### config.mk
export PLATFORM = sky130hd
export DESIGN_NAME = tdc_decoder
export DESIGN_NICKNAME = d
export VERILOG_FILES = /design/src/rtl/tdc_pkg.sv /design/src/rtl/tdc_edge_find.sv /design/src/rtl/tdc_decoder.sv
export SDC_FILE = /design/constraint.sdc
export NUM_CORES = 1
export LEC_CHECK = 0
export ABC_AREA = 1
export CORE_ASPECT_RATIO = 1.1
export CORE_MARGIN = 3
export CORE_UTILIZATION = 53
export CTS_BUF_LIST = sky130_fd_sc_hd__clkbuf_8
export DETAILED_ROUTE_END_ITERATION = 8
export PLACE_DENSITY = 0.86
export SYNTH_ARGS = -nofsm -noshare
export SYNTH_HDL_FRONTEND = slang
export SYNTH_SLANG_ARGS = --single-unit
### constraint.sdc
create_clock -name ref_clk -period 5 [get_ports ref_clk]
set_clock_uncertainty 0.05 [all_clocks]
set_input_delay 1 -clock ref_clk [delete_from_list [all_inputs] [get_ports ref_clk]]
set_output_delay 1 -clock ref_clk [all_outputs]
set_load 0.05 [all_outputs]
### src/rtl/tdc_pkg.sv
// Shared constants and small helpers for the TDC decoder slice.
package tdc_pkg;

  localparam int TDC_W   = 64;  // default number of TDC taps
  localparam int POS_W   = 6;   // edge position / target width
  localparam int ERR_W   = 7;   // signed phase error width
  localparam int TDC_LAT = 4;   // capture edge to output pulse, in ref_clk cycles

  // Magnitude of a two's-complement phase error (range never reaches -64)
  function automatic logic [ERR_W-1:0] abs_err(input logic [ERR_W-1:0] e);
    return e[ERR_W-1] ? ERR_W'(-e) : e;
  endfunction

  // A programmed lock count of zero behaves like one
  function automatic logic [7:0] lock_goal(input logic [7:0] cnt);
    return (cnt == 8'd0) ? 8'd1 : cnt;
  endfunction

endpackage

### src/rtl/tdc_edge_find.sv
// Combinational rising-edge finder: lowest tap k with bit k=1 and bit k-1=0.
module tdc_edge_find
  import tdc_pkg::*;
#(
  parameter int TDC_W = tdc_pkg::TDC_W
) (
  input  logic [TDC_W-1:0] vec,
  output logic [POS_W-1:0] pos,
  output logic             found
);

  logic [TDC_W-1:0] rise;
  logic [TDC_W-1:0] lowest;

  // Mark every 0->1 transition; tap 0 has no lower neighbour
  genvar gi;
  generate
    for (gi = 0; gi < TDC_W; gi++) begin : g_rise
      if (gi == 0) begin : g_lsb
        assign rise[gi] = 1'b0;
      end else begin : g_tap
        assign rise[gi] = vec[gi] & ~vec[gi-1];
      end
    end
  endgenerate

  // Isolate the lowest transition so multiple edges resolve to the lowest index
  assign lowest = rise & (~rise + TDC_W'(1));
  assign found  = |rise;

  // Encode the one-hot lowest transition into a tap index
  always_comb begin
    pos = '0;
    for (int k = 1; k < TDC_W; k++) begin
      if (lowest[k]) pos = pos | POS_W'(k);
    end
  end

endmodule

### src/rtl/tdc_decoder.sv
// Thermometer TDC decoder: capture, bubble-correct, find edge, phase error and lock.
module tdc_decoder
  import tdc_pkg::*;
#(
  parameter int TDC_W = tdc_pkg::TDC_W
) (
  input  logic             ref_clk,
  input  logic             csr_tdc_rst,
  input  logic [TDC_W-1:0] sampled_tdc,
  input  logic             csr_tdc_en,
  input  logic [POS_W-1:0] csr_tdc_target,
  input  logic [POS_W-1:0] csr_tdc_lock_thr,
  input  logic [7:0]       csr_tdc_lock_cnt,
  output logic [ERR_W-1:0] tdc_phase_err,
  output logic             tdc_valid,
  output logic             tdc_err,
  output logic             tdc_lock
);

  logic [TDC_W-1:0] s1_data_reg;
  logic             s1_tok_reg;
  logic [TDC_W-1:0] bub_data;
  logic [TDC_W-1:0] s2_data_reg;
  logic             s2_tok_reg;
  logic [POS_W-1:0] edge_pos;
  logic             edge_found;
  logic [POS_W-1:0] s3_pos_reg;
  logic             s3_found_reg;
  logic             s3_tok_reg;

  logic [ERR_W-1:0] err_calc;
  logic             in_thr;
  logic [7:0]       cnt_inc;
  logic [ERR_W-1:0] phase_reg, phase_next;
  logic             valid_reg, valid_next;
  logic             err_reg, err_next;
  logic             lock_reg, lock_next;
  logic [7:0]       lock_cnt_reg, lock_cnt_next;

  // S1: plain capture of the asynchronous TDC sample plus its token
  always_ff @(posedge ref_clk or posedge csr_tdc_rst) begin
    if (csr_tdc_rst) begin
      s1_data_reg <= '0;
      s1_tok_reg  <= 1'b0;
    end else begin
      s1_data_reg <= sampled_tdc;
      s1_tok_reg  <= csr_tdc_en;
    end
  end

  // Three-tap majority vote removes single-tap bubbles; end taps pass through
  genvar gi;
  generate
    for (gi = 0; gi < TDC_W; gi++) begin : g_bubble
      if (gi == 0 || gi == TDC_W-1) begin : g_end
        assign bub_data[gi] = s1_data_reg[gi];
      end else begin : g_mid
        assign bub_data[gi] = (s1_data_reg[gi-1] & s1_data_reg[gi])   |
                              (s1_data_reg[gi-1] & s1_data_reg[gi+1]) |
                              (s1_data_reg[gi]   & s1_data_reg[gi+1]);
      end
    end
  endgenerate

  // S2: register the bubble-corrected vector; tokens die when disabled
  always_ff @(posedge ref_clk or posedge csr_tdc_rst) begin
    if (csr_tdc_rst) begin
      s2_data_reg <= '0;
      s2_tok_reg  <= 1'b0;
    end else begin
      s2_data_reg <= bub_data;
      s2_tok_reg  <= s1_tok_reg & csr_tdc_en;
    end
  end

  tdc_edge_find #(
    .TDC_W (TDC_W)
  ) u_edge_find (
    .vec   (s2_data_reg),
    .pos   (edge_pos),
    .found (edge_found)
  );

  // S3: register edge position and found flag
  always_ff @(posedge ref_clk or posedge csr_tdc_rst) begin
    if (csr_tdc_rst) begin
      s3_pos_reg   <= '0;
      s3_found_reg <= 1'b0;
      s3_tok_reg   <= 1'b0;
    end else begin
      s3_pos_reg   <= edge_pos;
      s3_found_reg <= edge_found;
      s3_tok_reg   <= s2_tok_reg & csr_tdc_en;
    end
  end

  // Live CSR target and threshold are used here so changes take effect at once
  assign err_calc = {1'b0, s3_pos_reg} - {1'b0, csr_tdc_target};
  assign in_thr   = abs_err(err_calc) <= {1'b0, csr_tdc_lock_thr};
  assign cnt_inc  = (lock_cnt_reg == 8'hFF) ? 8'hFF : lock_cnt_reg + 8'd1;

  // S4 next state: phase error, pulses and lock tracking
  always_comb begin
    phase_next    = phase_reg;
    valid_next    = 1'b0;
    err_next      = 1'b0;
    lock_next     = lock_reg;
    lock_cnt_next = lock_cnt_reg;
    if (!csr_tdc_en) begin
      lock_next     = 1'b0;
      lock_cnt_next = 8'd0;
    end else if (s3_tok_reg) begin
      if (!s3_found_reg) begin
        err_next      = 1'b1;
        lock_next     = 1'b0;
        lock_cnt_next = 8'd0;
      end else begin
        valid_next = 1'b1;
        phase_next = err_calc;
        if (in_thr) begin
          lock_cnt_next = cnt_inc;
          lock_next     = lock_reg | (cnt_inc >= lock_goal(csr_tdc_lock_cnt));
        end else begin
          lock_next     = 1'b0;
          lock_cnt_next = 8'd0;
        end
      end
    end
  end

  // S4 output and lock registers
  always_ff @(posedge ref_clk or posedge csr_tdc_rst) begin
    if (csr_tdc_rst) begin
      phase_reg    <= '0;
      valid_reg    <= 1'b0;
      err_reg      <= 1'b0;
      lock_reg     <= 1'b0;
      lock_cnt_reg <= 8'd0;
    end else begin
      phase_reg    <= phase_next;
      valid_reg    <= valid_next;
      err_reg      <= err_next;
      lock_reg     <= lock_next;
      lock_cnt_reg <= lock_cnt_next;
    end
  end

  assign tdc_phase_err = phase_reg;
  assign tdc_valid     = valid_reg;
  assign tdc_err       = err_reg;
  assign tdc_lock      = lock_reg;

endmodule

# Yosys cells after proc, flatten, opt, wreduce, memory -nomap -nowiden
# Cells that the tools add are included.
[word_totals]
output_inout_bits = 10
word_cells = 507
inputBits = 87
reg_bits = 156
[op_classes]
mux = 103
n_reduce_logical = 3
bitwise = 380
order_cmp = 2
n_eq_ne = 3
add_sub_neg = 4
[ops]
columns = ["operator", "count"]
rows = [
  ["$mux W6", 32],
  ["$and A1 B1 Y1", 190],
  ["$or A1 B1 Y1", 125],
  ["$mux W8", 12],
  ["$mux W5", 16],
  ["$add A64 B1 Y64 const B", 1],
  ["$and A64 B64 Y64", 1],
  ["$not A64 Y64", 1],
  ["$not A1 Y1", 63],
  ["$reduce_or A63 Y1", 1],
  ["$mux W7", 6],
  ["$mux W4", 8],
  ["$mux W1", 23],
  ["$mux W3", 4],
  ["$add A8 B1 Y8 const B", 1],
  ["$eq A8 B8 Y1 const B", 1],
  ["$ge A8 B8 Y1", 1],
  ["$logic_not A8 Y1", 1],
  ["$le A7 B6 Y1", 1],
  ["$neg A7 Y7", 1],
  ["$sub A6 B6 Y7", 1],
  ["$mux W2", 2],
  ["$ne A2 B1 Y1 const B", 2],
  ["$reduce_and A3 Y1", 1],
]

# Logic depth before layout (Yosys ltp)
[logic_depth]
ltp_word = 68
ltp_mapped = 20
mapped_depth_nobuf = 20

# Cells and area by module
# A second synthesis with hierarchy kept.
[hier_totals]
hier_cells = 1178
hier_area_um2 = 8613.3
[by_module_without_submodules]
columns = ["mod", "cells_each", "seq_area_each_um2", "n_inst", "area_per_inst_um2"]
rows = [
  ["tdc_decoder", 575, 3903.7, 1, 5964.5],
  ["tdc_edge_find", 603, 0.0, 1, 2648.8],
]

# Worst setup path before layout
# Ideal clock, no wire load.
[synth_path]
path_type = "input -> register"
start = "input port csr_tdc_target[0]"
end = "register lock_cnt_reg[0]"
stages = 19
setup_time_ps = 83
n_path_buf = 0
arrival_ps = 3656
t_required_ps = 4867
setup_slack_ps = 1211
cell_sequence = "ha_1 inv_1 fa_1 a21oi_1 nor2_1 o21ai_1 nand2_1 a21oi_2 nand2_1 xnor2_1 inv_1 ha_1 nand2_1 nor2_1 a211oi_1 nor2_1 o32ai_1 nand2_2 o21ai_0"
[synth_between]
elab_chain_cells = 14
[synth_rtl]
columns = ["item", "line_no", "text"]
rows = [
  ["from (decl)", "tdc_decoder.sv:11", "input logic [POS_W-1:0] csr_tdc_target,"],
  ["$sub A6 B6 Y7 *", "tdc_decoder.sv:98", "assign err_calc = {1'b0, s3_pos_reg} - {1'b0, csr_tdc_target};"],
  ["$neg A7 Y7", "tdc_pkg.sv:11", "return e[ERR_W-1] ? ERR_W'(-e) : e;"],
  ["$mux W7 *", "tdc_pkg.sv:11", ""],
  ["$le A7 B6 Y1 *", "tdc_decoder.sv:99", "assign in_thr = abs_err(err_calc) <= {1'b0, csr_tdc_lock_thr};"],
  ["$mux W8 *", "tdc_decoder.sv:120", "if (in_thr) begin"],
  ["$mux W8 *", "tdc_decoder.sv:113", "if (!s3_found_reg) begin"],
  ["$mux W8 *", "tdc_decoder.sv:112", "end else if (s3_tok_reg) begin"],
  ["$mux W8 *", "tdc_decoder.sv:109", "if (!csr_tdc_en) begin"],
  ["$mux W8 *", "tdc_decoder.sv:113", ""],
  ["$mux W8 *", "tdc_decoder.sv:112", ""],
  ["$mux W8 *", "tdc_decoder.sv:109", ""],
  ["$mux W8 *", "tdc_decoder.sv:112", ""],
  ["$mux W8 * (2 in series)", "tdc_decoder.sv:109", ""],
  ["to (signal assigned)", "tdc_decoder.sv:144", "lock_cnt_reg <= lock_cnt_next;"],
  ["to (decl)", "tdc_decoder.sv:38", "logic [7:0] lock_cnt_reg, lock_cnt_next;"],
]
# Mark *: on every way between the ends. The rest lies on a longest branch, timed or not. The select of a mux whose other input is x is not followed.
# A chain may end at the register's enable or synchronous reset.

# Worst setup path in the final report
[layout_path]
start = "input port csr_tdc_target[0]"
end = "register lock_cnt_reg[2]"
# The elaborated chain is that of the path after synthesis.

==> impl_metrics.py <==
metrics = {
    "timing": {
        "slew_of_the_pin_with_the_lowest_slew_margin_ns": 0.772,
        "setup_repair_after_global_routing_missed_its_margin": "no",
        "drv_slew": 0,
        "timing.fmax_ghz": 0.236,
        "slew_headroom_pct": 48.5,
        "setup_tns_ns": 0,
        "timing.final.setup_violations": 0,
        "hold_ws_ns": 0.338,
        "timing.final.crit_share_pct": 84.6,
        "post-route-min-period_ns": 4.23,
        "timing_hold_violations_final": 0,
    },
    "power_and_ir_drop": {
        "power.leakage_nw": 5.36,
        "ir_drop_v": 0.000231,
        "power.density_mw_per_mm2": 310,
    },
    "floorplan": {
        "overall_die_width_um": 126,
        "design.core.area_sq_mm": 0.0153,
        "floorplan.initialDensity_pct": 55.1,
        "die_height_um": 138,
        "die_area_sq_mm": 0.0174,
        "ios": 97,
        "core.rowCount": 47,
    },
    "yosys": {
        "postSynthNetCount": 1241,
        "ff_latch_count_synth": 156,
        "synth_top_area_share_pct": 46.3,
        "synth_area_per_cell_sq_um": 7.45,
        "syn-instance-count": 1131,
        "yosysWarnings": 0,
        "total_standard_cell_area_after_synthesis_sq_mm": 0.00842,
        "yosysTopAreaCell": "sky130_fd_sc_hd__dfrtp_1",
        "post_synth_main_area_contributors": "sky130_fd_sc_hd__dfrtp_1, sky130_fd_sc_hd__nand2_1, sky130_fd_sc_hd__inv_1",
        "synth.yosys.seq_area_share_pct": 46.3,
        "unique_cell_type_count_in_the_yosys_netlist": 35,
    },
    "worst_setup_path": {
        "arrival_ns": 4.55,
        "r2r_end": "lock_cnt_reg[2]",
        "worst_r2r_path_depth": 20,
        "worstPathMaxFanout": 9,
        "timing.critical_path.from_type": "input port",
        "critical_path_class": "in -> reg",
        "crit_path_end_kind": "flip-flop",
        "regToRegSetupSlack_ns": 1.36,
        "required_ns": 5.31,
        "worst_reg2reg_startpoint": "s3_pos_reg[0]",
    },
    "flow_run": {
        "max_cap_viol_count": 0,
    },
    "run_status": {
        "run_status": "finished clean",
    },
    "global_route": {
        "grt_pass1_wl_mm": 31.3,
        "first_global_vias": 6994,
        "total_global_routing_overflow": 0,
        "antenna_found_initial": 0,
        "grt.total_usage_pct": 21.7,
        "grt_max_degree": 157,
    },
    "placement": {
        "portBuffers": 96,
        "placed_area_sq_mm": 0.00965,
        "gpl.final_weighted_congestion": 0.920,
        "final_hpwl_from_detailed_placement_mm": 14.3,
    },
    "clock_tree": {
        "cts-root-to-sink-buffers": 2,
        "number_of_buffers_created_by_cts": 17,
        "tritoncts": "done",
        "tritoncts_num_sinks": 156,
        "postCtsHoldBufs": 0,
        "post-cts-setup-buffers": 0,
        "cts-resized-gates": 0,
        "clkSlewWorstSetupHoldPaths_ns": 0.08,
        "clock_tree.htree_level_count": 4,
        "clock_insertion_delay_worst_skew_ns": 0.45,
        "clk_root_buffer_cell": "sky130_fd_sc_hd__clkbuf_8",
    },
    "worst_hold_path": {
        "min_to": "s2_data_reg[63]",
        "min-delay-path-class": "reg -> reg",
        "count_of_cells_along_the_worst_hold_path": 0,
        "hold_start": "s1_data_reg[63]",
    },
    "drt": {
        "route.detailed.drc": 0,
        "vias": 7291,
        "detail_route.wl_per_cell_um": 12.5,
        "drtPass1Iterations": 5,
        "totalWireLength_mm": 18.2,
        "detailedRoute.firstIterationViolations": 556,
        "routed_via_density": 5.01,
        "antenna_left": 0,
    },
    "layout": {
        "proportion_of_layout_cells_with_a_drive_suffix_above_1_pct": 7.71,
        "antenna_cells": 0,
        "most-common-layout-cells": "sky130_fd_sc_hd__nand2_1, sky130_fd_sc_hd__inv_1, sky130_fd_sc_hd__nor2_1",
        "utilization_pct": 65.9,
        "stdcell_area_sq_mm": 0.0101,
        "finalNetCount": 1355,
        "final_common_cell": "sky130_fd_sc_hd__nand2_1",
        "synthToLayoutAreaGrowth_pct": 19.7,
    },
}
==> per-stage QoR <==
step                power [W]  instances  worst slack [ns]
floorplan             0.00192       1131              1.21
CTS                   0.00315       1454             0.810
finish                0.00312       1454             0.768
detailed placement    0.00214       1422             0.336
global route          0.00332       1454             0.403
global placement      0.00212       1422             0.430
==> Yosys cell counts, drive strengths merged <==
library cell,count
o21ai,30
nand3,58
and2,1
maj3,2
a41o,1
nand4,20
nand3b,14
a31oi,1
o2111ai,1
nor4,4
xor2,4
or2,5
dfrtp,156
clkbuf,2
a211oi,1
nor2,201
inv,202
ha,22
a21oi,74
nor3,15
fa,1
or3,1
xnor2,2
nand2,312
o32ai,1
==> cell type report <==
| type | instances | area [sq um] |
|---|---|---|
| clock buffer | 20 | 275 |
| clock inverter | 12 | 159 |
| fill | 1309 | 5210 |
| inverter | 202 | 762 |
| multi-input combinational | 771 | 3750 |
| sequential | 156 | 3900 |
| tap | 196 | 245 |
| timing repair buffer | 97 | 981 |
==> cells by family after synthesis <==
kind of cell               share of synthesized area, %
and+or+nand+nor                                    33.5
AOI/OAI and AO/OA                                  6.71
xor gates and xnor gates                          0.624
DFF                                                46.3
adders and majority gates                          3.74
buffers and inverters                              9.09
==> worst max-delay path by stage <==
stage | start | end | slack, ns | cells past startpoint
after floorplan | csr_tdc_target[0] | lock_cnt_reg[0] | 1.21 | 19
after global placement | csr_tdc_target[0] | lock_cnt_reg[3] | 0.43 | 20
after detailed placement | csr_tdc_target[0] | lock_cnt_reg[2] | 0.34 | 20
after CTS | csr_tdc_target[0] | lock_cnt_reg[7] | 0.81 | 20
after global routing | csr_tdc_target[0] | lock_cnt_reg[0] | 0.40 | 20
final | csr_tdc_target[0] | lock_cnt_reg[2] | 0.77 | 20
==> critical path, cell delays in order <==
cell and delay, ns:
sky130_fd_sc_hd__clkdlybuf4s50_1 0.46, sky130_fd_sc_hd__ha_1 0.14, sky130_fd_sc_hd__inv_1 0.06, sky130_fd_sc_hd__fa_1 0.40, sky130_fd_sc_hd__a21oi_1 0.17, sky130_fd_sc_hd__nor2_1 0.07
sky130_fd_sc_hd__o21ai_1 0.19, sky130_fd_sc_hd__nand2_1 0.09, sky130_fd_sc_hd__a21oi_2 0.30, sky130_fd_sc_hd__nand2_1 0.11, sky130_fd_sc_hd__xnor2_1 0.16, sky130_fd_sc_hd__inv_1 0.06
sky130_fd_sc_hd__ha_1 0.30, sky130_fd_sc_hd__nand2_1 0.08, sky130_fd_sc_hd__nor2_1 0.04, sky130_fd_sc_hd__a211oi_1 0.19, sky130_fd_sc_hd__nor2_1 0.06, sky130_fd_sc_hd__o32ai_1 0.27
sky130_fd_sc_hd__nand2_2 0.18, sky130_fd_sc_hd__o21ai_0 0.21
==> power breakdown <==
| group | switching [W] | leakage [nW] | internal (W) |
|---|---|---|---|
| Sequential | 0.0000604 | 1.87 | 0.00135 |
| Clock | 0.000462 | 0.204 | 0.000537 |
| Combinational | 0.000444 | 3.29 | 0.000266 |
| Total | 0.000966 | 5.36 | 0.00216 |
==> per-layer routing <==
layer	track usage (%)	part of all wire, %	vias to the layer above
met5	0	0	-
met4	7.17	2.0	0
met3	4.28	5.0	34
met2	36.5	49	200
met1	28.4	44	3303
li1	-	-	3754
Note: power is estimated with default switching activity, not from simulation.
